**config.mk**
```make
export PLATFORM = sky130hd
export DESIGN_NAME = windowed_register_file
export DESIGN_NICKNAME = d
export VERILOG_FILES = /design/src/rtl/windowed_register_file.sv
export SDC_FILE = /design/constraint.sdc
export NUM_CORES = 2
export LEC_CHECK = 0
export CAP_MARGIN = 20
export CORE_ASPECT_RATIO = 0.9
export CORE_UTILIZATION = 37
export DETAILED_ROUTE_END_ITERATION = 12
export DONT_BUFFER_PORTS = 1
export PLACE_DENSITY = 0.54
export RECOVER_POWER = 50
export SYNTH_ARGS = -nofsm -noshare
export SYNTH_HDL_FRONTEND = slang
export SYNTH_SLANG_ARGS = --single-unit
```
**constraint.sdc**
```tcl
create_clock -name Clk -period 7.8 [get_ports Clk]
set_clock_uncertainty 0.05 [all_clocks]
set_input_delay 2.34 -clock Clk [delete_from_list [all_inputs] [get_ports Clk]]
set_output_delay 2.34 -clock Clk [all_outputs]
set_load 0.005 [all_outputs]
```
**src/rtl/windowed_register_file.sv**
```systemverilog
// SPARC V8 style windowed integer register file: 7 stored globals plus NWIN
// overlapping 16-word windows, two combinational read ports, one write port, CWP control.
module windowed_register_file #(
    parameter int NWIN = 4,
    parameter int CWPW = 2
) (
    input  logic            Clk,
    input  logic            Clr,
    input  logic [4:0]      rs1_addr,
    input  logic [4:0]      rs2_addr,
    output logic [31:0]     rs1_data,
    output logic [31:0]     rs2_data,
    input  logic            we,
    input  logic [4:0]      rd_addr,
    input  logic [31:0]     rd_data,
    input  logic            save,
    input  logic            restore,
    input  logic            cwp_load,
    input  logic [CWPW-1:0] cwp_in,
    input  logic [NWIN-1:0] wim,
    output logic [CWPW-1:0] cwp,
    output logic            trap_ovf,
    output logic            trap_unf,
    output logic            req_err
);

    // %g0 is hardwired, so only g1..g7 occupy storage.
    localparam int NG     = 7;
    localparam int NWORDS = NG + 16 * NWIN;
    localparam int IW     = $clog2(NWORDS);

    logic [31:0]     mem_reg [NWORDS];
    logic [CWPW-1:0] cwp_reg, cwp_next;
    logic            trap_ovf_reg, trap_ovf_next;
    logic            trap_unf_reg, trap_unf_next;
    logic            req_err_reg, req_err_next;
    logic [CWPW-1:0] save_n, restore_n;
    logic            wr_ok;
    logic [IW-1:0]   wr_idx;
    logic [NWORDS-1:0] word_we;

    // Window w: outs at base, locals at base+8; ins are the outs of window w+1.
    function automatic logic [IW-1:0] map_idx(input logic [4:0] r, input logic [CWPW-1:0] w);
        int wi;
        int wn;
        int idx;
        wi = int'(w);
        wn = (wi + 1 >= NWIN) ? 0 : wi + 1;
        if (r < 5'd8)
            idx = int'(r) - 1;
        else if (r < 5'd24)
            idx = NG + 16 * wi + int'(r) - 8;
        else
            idx = NG + 16 * wn + int'(r) - 24;
        return IW'(idx);
    endfunction

    // A cwp_load beyond NWIN-1 would address nonexistent words; such accesses read 0 and drop writes.
    function automatic logic map_ok(input logic [4:0] r, input logic [CWPW-1:0] w);
        return (r != 5'd0) && (int'(w) < NWIN);
    endfunction

    function automatic logic win_invalid(input logic [CWPW-1:0] n);
        return (int'(n) >= NWIN) ? 1'b1 : wim[n];
    endfunction

    assign rs1_data = map_ok(rs1_addr, cwp_reg) ? mem_reg[map_idx(rs1_addr, cwp_reg)] : 32'd0;
    assign rs2_data = map_ok(rs2_addr, cwp_reg) ? mem_reg[map_idx(rs2_addr, cwp_reg)] : 32'd0;

    // Write decodes with the pre-change cwp, so a same-cycle SAVE cannot redirect it.
    assign wr_ok  = we && map_ok(rd_addr, cwp_reg);
    assign wr_idx = map_idx(rd_addr, cwp_reg);

    generate
        for (genvar gi = 0; gi < NWORDS; gi++) begin : g_word_we
            assign word_we[gi] = wr_ok && (wr_idx == IW'(gi));
        end
    endgenerate

    always_ff @(posedge Clk) begin
        if (Clr) begin
            for (int i = 0; i < NWORDS; i++)
                mem_reg[i] <= 32'd0;
        end else begin
            for (int i = 0; i < NWORDS; i++)
                if (word_we[i])
                    mem_reg[i] <= rd_data;
        end
    end

    assign save_n    = (cwp_reg == '0) ? CWPW'(NWIN - 1) : cwp_reg - CWPW'(1);
    assign restore_n = (cwp_reg == CWPW'(NWIN - 1)) ? '0 : cwp_reg + CWPW'(1);

    always_comb begin
        cwp_next      = cwp_reg;
        trap_ovf_next = 1'b0;
        trap_unf_next = 1'b0;
        req_err_next  = 1'b0;
        if (cwp_load) begin
            cwp_next = cwp_in;
        end else if (save && restore) begin
            req_err_next = 1'b1;
        end else if (save) begin
            if (win_invalid(save_n))
                trap_ovf_next = 1'b1;
            else
                cwp_next = save_n;
        end else if (restore) begin
            if (win_invalid(restore_n))
                trap_unf_next = 1'b1;
            else
                cwp_next = restore_n;
        end
    end

    always_ff @(posedge Clk) begin
        if (Clr) begin
            cwp_reg      <= '0;
            trap_ovf_reg <= 1'b0;
            trap_unf_reg <= 1'b0;
            req_err_reg  <= 1'b0;
        end else begin
            cwp_reg      <= cwp_next;
            trap_ovf_reg <= trap_ovf_next;
            trap_unf_reg <= trap_unf_next;
            req_err_reg  <= req_err_next;
        end
    end

    assign cwp      = cwp_reg;
    assign trap_ovf = trap_ovf_reg;
    assign trap_unf = trap_unf_reg;
    assign req_err  = req_err_reg;

endmodule

```
=== Word-level counts from Yosys, hierarchy flattened ===
Memory sizes are Yosys's and may differ from the RTL's.
Index checks and enable logic that the tools add are counted.

* Register bits: 5
* Memory bits (writable): 2,272
* Input bits: 59
* Output and inout bits: 69
* Word-level logic and storage cells: 574
* Memories: 1

{| class="wikitable"
|+ Memories
! memory !! words !! width !! read ports !! clocked after Yosys merged registers in !! wr ports !! RTL line !! source
|-
| mem_reg || 71 || 32 || 2 || 0 || 71 || 32 || <nowiki>logic [31:0] mem_reg [NWORDS];</nowiki>
|}

* Add/sub/neg operators: 20
* Magnitude comparators: 9
* Equal/unequal tests: 74
* Multiplexer cells: 310
* Bitwise gates (word level): 73
* Reductions and logical operators: 83

{| class="wikitable"
|+ Operators by type and width
! cell !! number
|-
| $mux W32 || 73
|-
| $eq A7 B6 Y1 const B || 32
|-
| $mux W1 || 220
|-
| $eq A7 B5 Y1 const B || 16
|-
| $logic_and A1 B1 Y1 || 73
|-
| $or A1 B1 Y1 || 71
|-
| $eq A7 B4 Y1 const B || 8
|-
| $eq A7 B7 Y1 const B || 7
|-
| $add A7 B5 Y7 || 6
|-
| $mux W7 || 6
|-
| $ge A32 B4 Y1 const B || 1
|-
| $eq A7 B3 Y1 const B || 4
|-
| $sub A7 B5 Y7 const B || 3
|-
| $sub A5 B1 Y6 const B || 3
|-
| $mux W2 || 8
|-
| $lt A5 B4 Y1 const B || 3
|-
| $lt A5 B5 Y1 const B || 3
|-
| $reduce_bool A5 Y1 || 3
|-
| $eq A7 B2 Y1 const B || 2
|-
| $sub A7 B6 Y7 const B || 2
|-
| $add A3 B6 Y7 const A || 1
|-
| $add A3 B7 Y7 const A || 1
|-
| $eq A7 B1 Y1 const B || 1
|-
| $logic_not A7 Y1 || 1
|-
| 17 further kinds || 21
|}

=== Logic depth before layout (Yosys ltp) ===
* Depth in word-level cells: 14
* Depth in mapped cells: 16
* Mapped depth without buffers: 12

=== Least setup slack after synthesis ===
OpenSTA, ideal clock, no wires.

* Kind: input-to-output
* From: input port rs2_addr[0]
* To: output port rs2_data[10]
* Arrival: 5,557 ps
* Data required time: 5,410 ps
* Setup slack: -147 ps
* Stages on the path: 13
* Buffers on the path: 8
* Cells stage by stage: clkbuf_1 clkbuf_1 clkinv_1 buf_1 ha_1 clkbuf_1 clkbuf_1 clkbuf_1 clkbuf_1 clkbuf_1 a211oi_1 a21oi_1 o211ai_1

* Longest elaborated chain between the ends: 6
* Elaborated cells on any way between the ends: 12
* Classes of those cells: add/sub (5); order compare (2); mux (3); reduce/logical (1); memory (1)

{| class="wikitable"
|+ Ends and longest elaborated chain
! item !! RTL line !! source
|-
| from (decl) || 10 || <nowiki>input logic [4:0] rs2_addr,</nowiki>
|-
| $add A7 B5 Y7, on equally long branches || 54, 52 ||
|-
| $sub A7 B6 Y7 or $sub A7 B5 Y7 (tied branches) || 54, 52 ||
|-
| $mux W7 || 51 || <nowiki>else if (r < 5'd24)</nowiki>
|-
| $mux W7 || 49 || <nowiki>if (r < 5'd8)</nowiki>
|-
| $mem_v2 Z71 W32 || n/a ||
|-
| $mux W32 * || 68 || <nowiki>assign rs2_data = map_ok(rs2_addr, cwp_reg) ? mem_reg[map_idx(rs2_addr, cwp_reg)] : 32'd0;</nowiki>
|-
| to (decl) || 12 || <nowiki>output logic [31:0] rs2_data,</nowiki>
|}

Every way passes the cells marked *; elsewhere a longest branch is shown, timed or not.

=== Worst setup path in the final report ===
* From: input port rs1_addr[0]
* To: output port rs1_data[20]

* Longest elaborated chain between the ends: 6
* Elaborated cells on any way between the ends: 12
* Classes of those cells: add/sub (5); order compare (2); mux (3); reduce/logical (1); memory (1)

{| class="wikitable"
|+ Ends and longest elaborated chain
! item !! RTL line !! source
|-
| from (decl) || 9 || <nowiki>input logic [4:0] rs1_addr,</nowiki>
|-
| $add A7 B5 Y7, on equally long branches || 54, 52 ||
|-
| $sub A7 B6 Y7 or $sub A7 B5 Y7 (tied branches) || 54, 52 ||
|-
| $mux W7 || 51 ||
|-
| $mux W7 || 49 ||
|-
| $mem_v2 Z71 W32 || n/a ||
|-
| $mux W32 * || 67 || <nowiki>assign rs1_data = map_ok(rs1_addr, cwp_reg) ? mem_reg[map_idx(rs1_addr, cwp_reg)] : 32'd0;</nowiki>
|-
| to (decl) || 11 || <nowiki>output logic [31:0] rs1_data,</nowiki>
|}

Marked as above.

==> impl_metrics.csv <==
group,metric,value,unit
cells_and_area,final_util,45.3,%
sta,fmax,119,MHz
cells_and_area,n_fill_cell,27900,
logic_synthesis,yosysTopAreaCellShare,57.7,%
cells_and_area,finalNonFillerCells,13600,
sta,setup_slack,-586,ps
route,wl,482000,µm
floorplan,coreArea,318000,µm²
logic_synthesis,ys.flop_type,"edfxtp_1",
worst_setup_path,worstSetupPathType,"primary input to primary output",
logic_synthesis,synthesis.instances,8748,
job,maxCapViolCount,63,
floorplan,io_pins,128,
floorplan,start_util,37.3,%
power_and_ir_drop,power.share.clock,35.2,%
floorplan,dieHeight,539,µm
global_routing,overflow,0,
cts,clockBufferDepth,4,
cells_and_area,drive_above_1_share,31.7,%
power_and_ir_drop,p_comb_share,24.8,%
logic_synthesis,yosysUniqueCellTypes,63,
global_routing,grt_use_total,28.7,%
floorplan,die-area,322000,µm²
worst_setup_path,max_stage_delay,630,ps
cells_and_area,largest_reg_flops,2272,
logic_synthesis,ys_seq_area_share,57.7,%
logic_synthesis,synth_common_cells,"2272 x edfxtp_1, 2262 x nor2_1, 1090 x mux4_2",
cts,cts_max_level,5,
cts,cts_buffers,266,
route,ant_nets,0,
worst_setup_path,arrival,6000,ps
power_and_ir_drop,switching_share,30.6,%
route,viasPerCell,6.31,
sta,finalMaxSlewViolations,2859,
placement,port_buffers,0,
status,status,"finished, violations left",
route,num_vias,85700,
worst_setup_path,end_kind,"primary output",
logic_synthesis,synthesis.area,118000,µm²
floorplan,die_x,598,µm
worst_setup_path,critPathLaunchType,"primary input",
logic_synthesis,synth_warnings,0,
worst_setup_path,path_delay_family,"buffers and inverters",
global_routing,grt_pass1_vias,82800,
logic_synthesis,post_synth.cell_area_avg,13.5,µm²
logic_synthesis,synth_most_common_cell,"edfxtp_1",
cts,clkSinkCount,2277,
cts,cts_root_buffer,"clkbuf_16",
logic_synthesis,async_flop_share,0,%
floorplan,core.rowCount,196,
route,first_pass_iters,9,
placement,gp_congestion,0.945,
power_and_ir_drop,p_leak,49.3,nW
power_and_ir_drop,seqPwrFrac,40.0,%
worst_hold_path,hp-class,"flip-flop to flip-flop",
sta,fin_crit,8390,ps
global_routing,grt_max_degree,549,
global_routing,antenna_found_initial,21,
cts,clkLatencyLatePin,860,ps
logic_synthesis,yosysTopAreaCell,"edfxtp_1",
cts,cts_tree,"built",
logic_synthesis,synth_seq_cells,2277,
sta,finalSetupViolations,63,
placement,dp_hpwl,299000,µm
cts,path_clk_slew,50,ps
placement,dp.cells,12900,
cells_and_area,nets,9216,
worst_setup_path,critPathSlowestCell,"o211ai_1",
worst_setup_path,path_cells,"buf_16 > buf_16 > buf_16 > ha_4 > fa_2 > buf_6 > nand2b_4 > a21oi_4 > xor2_2 > a21oi_4 > nor2_4 > buf_6 > buf_12 > buf_16 > buf_4 > mux2_4 > o211ai_1 > nand4b_1 > buf_4",
route,drcViolationCount,0,
sta,post-route-period-util,108,%
sta,final_hold_viol_count,0,
cells_and_area,area_growth,21.6,%
route,wl_per_cell,35.5,µm
power_and_ir_drop,finalPower,35.7,mW
sta,tightest_slew,4910,ps
status,violations,"max-capacitance violations, max-slew violations, negative setup slack",
power_and_ir_drop,ir_drop,151,µV
worst_setup_path,crit_buf_inv,9,
sta,slew_headroom,-228,%
worst_setup_path,cp_max_fo,7,
power_and_ir_drop,intPower,24.7,mW
logic_synthesis,synth_edf_count,2272,
global_routing,grt_pass1_wl,657000,µm
logic_synthesis,synthTopCellsByArea,"edfxtp_1 58%, mux4_2 21%, nor2_1 7.2%",
route,drt_iter0_drc,12700,
power_and_ir_drop,p_sw,10.9,mW
worst_setup_path,worstPathRequired,5410,ps
logic_synthesis,synth_fp_nets,8840,
worst_setup_path,cpMostUsedCell,"buf_16",
sta,rsz0062_at_grt,"true",
power_and_ir_drop,power.density,248,nW/µm²
metal layers:
metal	share of wire [%]	GRT usage (%)	wire length (µm)	up-vias
met5	0.0060	0	29	-
met4	6.7	15.6	32500	4
met3	12	6.09	57900	1099
met2	44	43.6	214000	5977
met1	37	38.7	177000	44500
li1	-	-	-	34100
logic make-up after synthesis:
group / synth area share [%]
buffers and inverters: 3.67
DFF: 57.7
xor gates and xnor gates: 0.111
and+or+nand+nor: 12.7
muxes: 21.9
AOI/OAI and AO/OA: 3.52
adders and majority gates: 0.368
worst reg2reg max path, delay by kind of cell, from the launching register on:
family	cells	cell delay, ps
compound gates	2	350
xor+xnor	1	280
fa+ha+maj	2	710
buf+inv	6	3910
flops	1	590
mux	1	210
simple gates	3	750
metrics by stage:
step / hold slack [ps] / instance area, µm² / setup WS, ps / TNS [ps]
2_1_floorplan: 654 / 118000 / -51.3 / -1150
3_3_place_gp: 750 / 129000 / -2520 / -98770
3_5_place_dp: 768 / 129000 / -2000 / -83560
4_1_cts: 777 / 142000 / -623 / -20730
5_1_grt: 834 / 144000 / -583 / -21540
6_report: 771 / 144000 / -586 / -19910
cell type report:
class                   instances  area (µm²)  share of cell area (%)
repair buffers               1064       12100                    8.38
diodes                         12        30.0                  0.0209
multi-input cells            5452       49500                    34.4
clock buffers                 330        7020                    4.88
well taps                    4257        5330                    3.70
inverters                      63         263                   0.183
flip-flops and latches       2277       68300                    47.5
clock inverters               134        1440                    1.00
cell usage in the layout (no fill, tap or decap), types with 24 or more instances in the layout:
cell / netlist / layout
buf_6: 30 / 122
and3_1: 76 / 62
o211ai_1: 95 / 95
clkbuf_2: 1 / 45
buf_4: 33 / 568
nand3_2: 10 / 72
nand4_1: 67 / 67
nand2b_2: 0 / 45
nand2b_1: 106 / 60
a31oi_4: 0 / 79
nand3_1: 529 / 431
nand4b_1: 31 / 31
nand2_1: 407 / 378
clkinv_2: 0 / 37
buf_12: 1 / 173
inv_1: 61 / 57
buf_8: 0 / 24
mux4_2: 1090 / 1090
nand3_4: 9 / 45
clkbuf_16: 0 / 298
nor2_1: 2262 / 2249
a21oi_1: 142 / 135
a31oi_1: 137 / 41
clkinv_1: 2 / 45
a211oi_1: 66 / 65
mux2i_1: 100 / 85
mux2_2: 33 / 26
bufinv_16: 0 / 24
clkbuf_1: 665 / 110
buf_16: 0 / 39
o21ai_0: 107 / 68
edfxtp_1: 2272 / 2272
path summary, 6_finish.rpt:
kind / from / to / slack (ps) / cells after the start
worst max-delay path: rs1_addr[0] / rs1_data[20] / -590 / 19
worst min-delay path: cwp[0]$_SDFFE_PP0P_ / cwp[0]$_SDFFE_PP0P_ / 770 / 3
worst max register to register: cwp[0]$_SDFFE_PP0P_ / mem_reg[10][21]$_SDFFCE_PN0P_ / 560 / 15
worst min register to register: cwp[0]$_SDFFE_PP0P_ / cwp[0]$_SDFFE_PP0P_ / 770 / 3
power by group through the flow:
stage               Combinational [mW]  Clock, mW  Sequential (mW)
finish                            8.84       12.5             14.3
global route                      8.95       13.0             14.3
CTS                               8.13       12.6             14.3
detailed placement                7.09          0             14.5
global placement                  7.11          0             14.5
floorplan                         3.34          0             14.4
what timing repair did:
item                       in CTS  in global routing
pin swaps                     154                176
cloned                         28                 26
setup buffers                 101                 65
setup endpoints to repair      64                 64
resized for setup             617                271
hold buffers                    0                  0
(Power assumes the default switching activity.)
